$ cat src/rtl/pb_debounce_pkg.sv
// Shared definitions for the multi-channel push-button debouncer.
// Default parameter values and the per-channel output bundle.
// Optional hold-time detection is enabled by defining PB_LONG_PRESS_EN.
package pb_debounce_pkg;

  // A level must stay stable for 2^CNT_W_DEF cycles before it is accepted.
  localparam int CNT_W_DEF  = 16;
  // Width of the hold counter; long_press fires after 2^LONG_W_DEF - 1 held cycles.
  localparam int LONG_W_DEF = 24;
  // 1: a low pin means pressed (typical pull-up button wiring).
  localparam bit ACTIVE_LOW_DEF = 1'b1;

  // Everything one channel presents to the top level.
  typedef struct packed {
    logic state;
    logic press;
    logic rel;
    logic long_press;
  } chan_out_t;

endpackage

$ cat src/rtl/pb_debounce_chan.sv
// One debounce channel: 2-flop synchroniser with polarity fold, stability
// counter, registered debounced level and one-cycle press/release pulses.
// With PB_LONG_PRESS_EN defined, a saturating hold counter adds a one-shot
// long_press pulse; otherwise long_press is constant 0.
module pb_debounce_chan
  import pb_debounce_pkg::*;
#(
  parameter int CNT_W      = CNT_W_DEF,
  parameter int LONG_W     = LONG_W_DEF,
  parameter bit ACTIVE_LOW = ACTIVE_LOW_DEF
) (
  input  logic      clk,
  input  logic      rst,
  input  logic      pb,
  output chan_out_t out
);

  if (CNT_W < 1 || LONG_W < 1) begin : g_param_chk
    $error("pb_debounce_chan: CNT_W and LONG_W must be at least 1");
  end

  localparam logic [CNT_W-1:0] CNT_MAX = '1;

  logic             s0_q, s0_d;
  logic             s1_q, s1_d;
  logic [CNT_W-1:0] cnt_q, cnt_d;
  logic             lvl_q, lvl_d;     // accepted level, one stage ahead of state
  logic             state_q, state_d;
  logic             press_q, press_d;
  logic             rel_q, rel_d;
  logic             idle;
  logic             accept;
  logic             long_p;

  // Synchronise, compare against the accepted level and count stable cycles.
  always_comb begin
    // NOTE: every variable gets a default first so no path leaves one unassigned and no latch is inferred.
    s0_d    = pb ^ ACTIVE_LOW;
    s1_d    = s0_q;
    idle    = (s1_q == lvl_q);
    accept  = !idle && (cnt_q == CNT_MAX);
    // The increment that accepts a new level wraps the counter back to 0.
    cnt_d   = idle ? '0 : cnt_q + 1'b1;
    lvl_d   = lvl_q ^ accept;
    // Output stage: state follows the accepted level, and the edge detector
    // compares against state so the pulse rises on the same edge as state.
    state_d = lvl_q;
    press_d = lvl_q & ~state_q;
    rel_d   = ~lvl_q & state_q;
  end

  // All channel state; reset returns the channel to "not pressed".
  always_ff @(posedge clk or posedge rst) begin
    if (rst) begin
      s0_q    <= 1'b0;
      s1_q    <= 1'b0;
      cnt_q   <= '0;
      lvl_q   <= 1'b0;
      state_q <= 1'b0;
      press_q <= 1'b0;
      rel_q   <= 1'b0;
    end else begin
      // NOTE: non-blocking so every flop samples pre-edge values, keeping the synchroniser a true 2-stage pipe.
      s0_q    <= s0_d;
      s1_q    <= s1_d;
      cnt_q   <= cnt_d;
      lvl_q   <= lvl_d;
      state_q <= state_d;
      press_q <= press_d;
      rel_q   <= rel_d;
    end
  end

`ifdef PB_LONG_PRESS_EN
  localparam logic [LONG_W-1:0] HOLD_MAX = '1;

  logic [LONG_W-1:0] hold_q, hold_d;
  logic              long_q, long_d;

  // Hold counter runs only while pressed, saturates, and fires once on reaching all-ones.
  always_comb begin
    hold_d = '0;
    long_d = 1'b0;
    // Cleared on the release edge itself, not one cycle later.
    if (state_q && state_d) begin
      hold_d = (hold_q == HOLD_MAX) ? hold_q : hold_q + 1'b1;
      long_d = (hold_q != HOLD_MAX) && (hold_d == HOLD_MAX);
    end
  end

  // Hold counter and its pulse register.
  always_ff @(posedge clk or posedge rst) begin
    if (rst) begin
      hold_q <= '0;
      long_q <= 1'b0;
    end else begin
      hold_q <= hold_d;
      long_q <= long_d;
    end
  end

  assign long_p = long_q;
`else
  assign long_p = 1'b0;
`endif

  assign out = '{state: state_q, press: press_q, rel: rel_q, long_press: long_p};

endmodule

$ cat src/rtl/pb_debouncer_multi.sv
// N_CH independent push-button debouncers behind one bus interface.
// Each bit of pb gets its own pb_debounce_chan; this level only slices buses.
// Define PB_LONG_PRESS_EN to enable per-channel long_press detection.
// The release output is named release_pulse because "release" is a
// SystemVerilog keyword.
module pb_debouncer_multi
  import pb_debounce_pkg::*;
#(
  parameter int N_CH       = 4,
  parameter int CNT_W      = CNT_W_DEF,
  parameter bit ACTIVE_LOW = ACTIVE_LOW_DEF,
  parameter int LONG_W     = LONG_W_DEF
) (
  input  logic            clk,
  input  logic            rst,
  input  logic [N_CH-1:0] pb,
  output logic [N_CH-1:0] state,
  output logic [N_CH-1:0] press,
  output logic [N_CH-1:0] release_pulse,
  output logic [N_CH-1:0] long_press
);

  if (N_CH < 1 || N_CH > 32) begin : g_param_chk
    $error("pb_debouncer_multi: N_CH must be in 1..32");
  end

  for (genvar i = 0; i < N_CH; i++) begin : g_ch
    chan_out_t ch_out;

    pb_debounce_chan #(
      .CNT_W      (CNT_W),
      .LONG_W     (LONG_W),
      .ACTIVE_LOW (ACTIVE_LOW)
    ) u_chan (
      .clk (clk),
      .rst (rst),
      .pb  (pb[i]),
      .out (ch_out)
    );

    assign state[i]         = ch_out.state;
    assign press[i]         = ch_out.press;
    assign release_pulse[i] = ch_out.rel;
    assign long_press[i]    = ch_out.long_press;
  end

endmodule

$ cat config.mk
export PLATFORM = sky130hd
export DESIGN_NAME = pb_debouncer_multi
export DESIGN_NICKNAME = d
export VERILOG_FILES = /design/src/rtl/pb_debounce_pkg.sv /design/src/rtl/pb_debounce_chan.sv /design/src/rtl/pb_debouncer_multi.sv
export SDC_FILE = /design/constraint.sdc
export NUM_CORES = 1
export LEC_CHECK = 0
export CORE_MARGIN = 2
export CORE_UTILIZATION = 25
export DETAILED_ROUTE_END_ITERATION = 6
export SYNTH_ARGS = -nofsm -noshare
export SYNTH_HDL_FRONTEND = slang
export SYNTH_SLANG_ARGS = --single-unit
$ cat constraint.sdc
create_clock -name clk -period 5.4 [get_ports clk]
set_input_delay 1.08 -clock clk [delete_from_list [all_inputs] [get_ports clk]]
set_output_delay 1.08 -clock clk [all_outputs]
set_load 0.005 [all_outputs]
==> results.toml <==
[place]
place_ws_ns = 2.75
port_buffers = 17
gp_congestion = 0.722
hpwl_um = 4340

[global_route]
grt_util_all_layers = 0.0868
gr-total-overflow = 0
grt_max_degree = 46
top_usage_layer = "met2"
antenna_found_initial = 0
grt_util_met2 = 0.136
use_met3 = 0.0270
first_global_vias = 2595
grtUsageMet1 = 0.109
grt_pass1_wl_um = 11500

[sta]
setup_ws_ns = 3.09
rsz0062_at_grt = "no"
timing.fmax_ghz = 0.433
relSlewSlack = 0.182
final_max_slew_viol_count = 0
fin_crit_sh = 0.428
worst_pin_slew_ns = 1.22
hold_violations = 0
setup_viol = 0
fin_crit_ns = 2.31
fin_tns_setup_ns = 0
fin_skew_ns = 0.00897

[synthesis]
yosysSeqAreaShare = 0.569
synthTopCellsByArea = "dfrtp_1 57%, xnor2_1 8.8%, nor2_1 5.3%, buf_4 3.1%, nor4_1 3.1%"
postSynthAreaPerCell_um2 = 10.5
synth_top_area_share = 0.569
synth.distinct_cells = 26
syn_area_mm2 = 0.00387
synth_seq_cells = 88
ys_warn_count = 0
netlist.top_cell.by_area = "dfrtp_1"
syn-instance-count = 369

[run]
cap_violations = 0

[routing]
via_count = 2523
drc = 0
wl_per_cell_um = 11.0
drtAntennaViolNets = 0
first_iter_violations = 168
drt_wl_total_um = 6360
firstDrtPassIters = 4
vias_per_cell = 4.37

[cts]
htreeDepth = 3
cts_tree = "yes"
cts.sinks = 88
cts_max_path_buffers = 2
postCtsHoldBufs = 0
post_cts_buffers = 0
clock_latency_ns = 0.34
cts-resized-gates = 0
cts-root-buf = "clkbuf_16"
clk_pin_slew_ns = 0.06
numCtsBuffers = 9

[power_and_ir_drop]
power_mw = 1.39
peakVddDrop_v = 0.000140
powerDensity_mw_per_mm2 = 308
leakage_nw = 1.82

[setup_path]
critPathBufInv = 1
path_class = "flop to output port"
crit_chain = "clkdlybuf4s50_1"
required_ns = 4.32
start_kind = "flop"
timing.critical_path.to_type = "output port"
slowest_stage = "clkdlybuf4s50_1"
cpLargestDelayFamily = "buffers and inverters"
worstPathArrival_ns = 1.23
crit_path_max_incr_delay_ns = 0.53
cp_max_fo = 3

[final_layout]
fin_nets = 394
drive_gt1_frac = 0.0746
post-route-util = 0.298
n_antenna_cell = 0
areaGrowthSynthToFinish_pct = 16.6
fillers = 1510

[worst_hold_path]
hold_class = "flop to flop"

[floorplan]
die_x_um = 128
initial_core_util = 0.255
dieArea_mm2 = 0.0165
pin_count = 22
coreArea_mm2 = 0.0151
rows = 45
die_h_um = 128

[outcome]
status = "finished, final reports clean"
worst paths after layout:
check | from | endpoint | slack (ns) | depth (start not counted)
worst max-delay path | g_ch[2].u_chan.state_q | state[2] | 3.09 | 1
worst min-delay path | g_ch[3].u_chan.s0_q | g_ch[3].u_chan.s1_q | 0.35 | 0
worst max register to register | g_ch[0].u_chan.cnt_q[3] | flop | 3.59 | 4
worst min register to register | g_ch[3].u_chan.s0_q | g_ch[3].u_chan.s1_q | 0.35 | 0
max in group asynchronous | rst | g_ch[3].u_chan.state_q | 3.22 | 3
min in group asynchronous | rst | g_ch[1].u_chan.cnt_q[12] | 1.18 | 2
layout by cell type, fill, tap and decap left out, drive strengths merged:
cell type	instances
clkinv	3
clkdlybuf4s50	17
mux2	4
or3	9
nand2b	3
nor2b	12
xnor2	39
bufinv	2
clkbuf	10
conb	4
and2	1
ha	4
o21ai	12
dfrtp	88
nand2	19
or4	1
nor2	55
nor4	19
inv	15
and3	2
xor2	9
clkinvlp	1
nand3	21
a21oi	9
buf	4
nand4	14
nor3	12
sequential cells by signal (all words and copies together) (netlist names), named ones only:
register and count:
g_ch.u_chan.rel_q 4, g_ch.u_chan.s1_q 4, g_ch.u_chan.s0_q 4, g_ch.u_chan.state_q 4, g_ch.u_chan.press_q 4, g_ch.u_chan.cnt_q 64
Yosys cell counts:
cell type,count
nand4_4,1
xor2_1,9
clkbuf_1,4
inv_1,15
a21oi_1,9
nor2b_1,12
nand3_1,20
ha_1,4
mux2_2,4
or4_4,1
nand2_1,19
dfrtp_1,88
conb_1,1
and3_1,2
nor2_1,55
nor4_1,19
xnor2_1,39
nand3_2,1
and2_1,1
nand4_1,13
nand2b_1,3
nor3_1,12
or3_2,1
buf_4,16
o21ai_0,12
or3_1,8
final cells by class:
cell class | count | area (µm²) | area share
flip-flops and latches | 88 | 2200 | 0.488
well taps | 188 | 235 | 0.0521
inverters | 15 | 57.6 | 0.0128
multi-input cells | 249 | 1490 | 0.330
clock inverters | 6 | 90.1 | 0.0200
clock buffers | 10 | 239 | 0.0530
repair buffers | 21 | 200 | 0.0444
power breakdown:
part / switching [mW] / internal, mW / total, mW
sequential: 0.00840 / 0.670 / 0.678
clock: 0.252 / 0.419 / 0.671
combinational: 0.0269 / 0.0140 / 0.0409
layer usage:
metal	vias to the layer above	wire, µm
met2	31	3020
met5	-	0
met4	0	135
met3	7	240
li1	1255	-
met1	1230	2960
per-stage QoR:
stage | cell area [µm²] | hold WS (ns) | instances
floorplan | 3880 | 0.331 | 372
global placement | 4180 | 0.333 | 561
detailed placement | 4180 | 0.339 | 561
CTS | 4510 | 0.353 | 577
global route | 4510 | 0.368 | 577
finish | 4510 | 0.349 | 577
logic make-up (layout without fill, tap and decap cells):
group,after synthesis,in the layout,synth area share
AOI/OAI and AO/OA,21,21,0.0272
xor gates and xnor gates,48,48,0.109
adders and majority gates,4,4,0.0129
buffers and inverters,35,52,0.0495
DFF,88,88,0.569
muxes,4,4,0.0116
other,1,4,0.000969
and+or+nand+nor,168,168,0.220
Note: power is estimated with default switching activity, not from simulation.
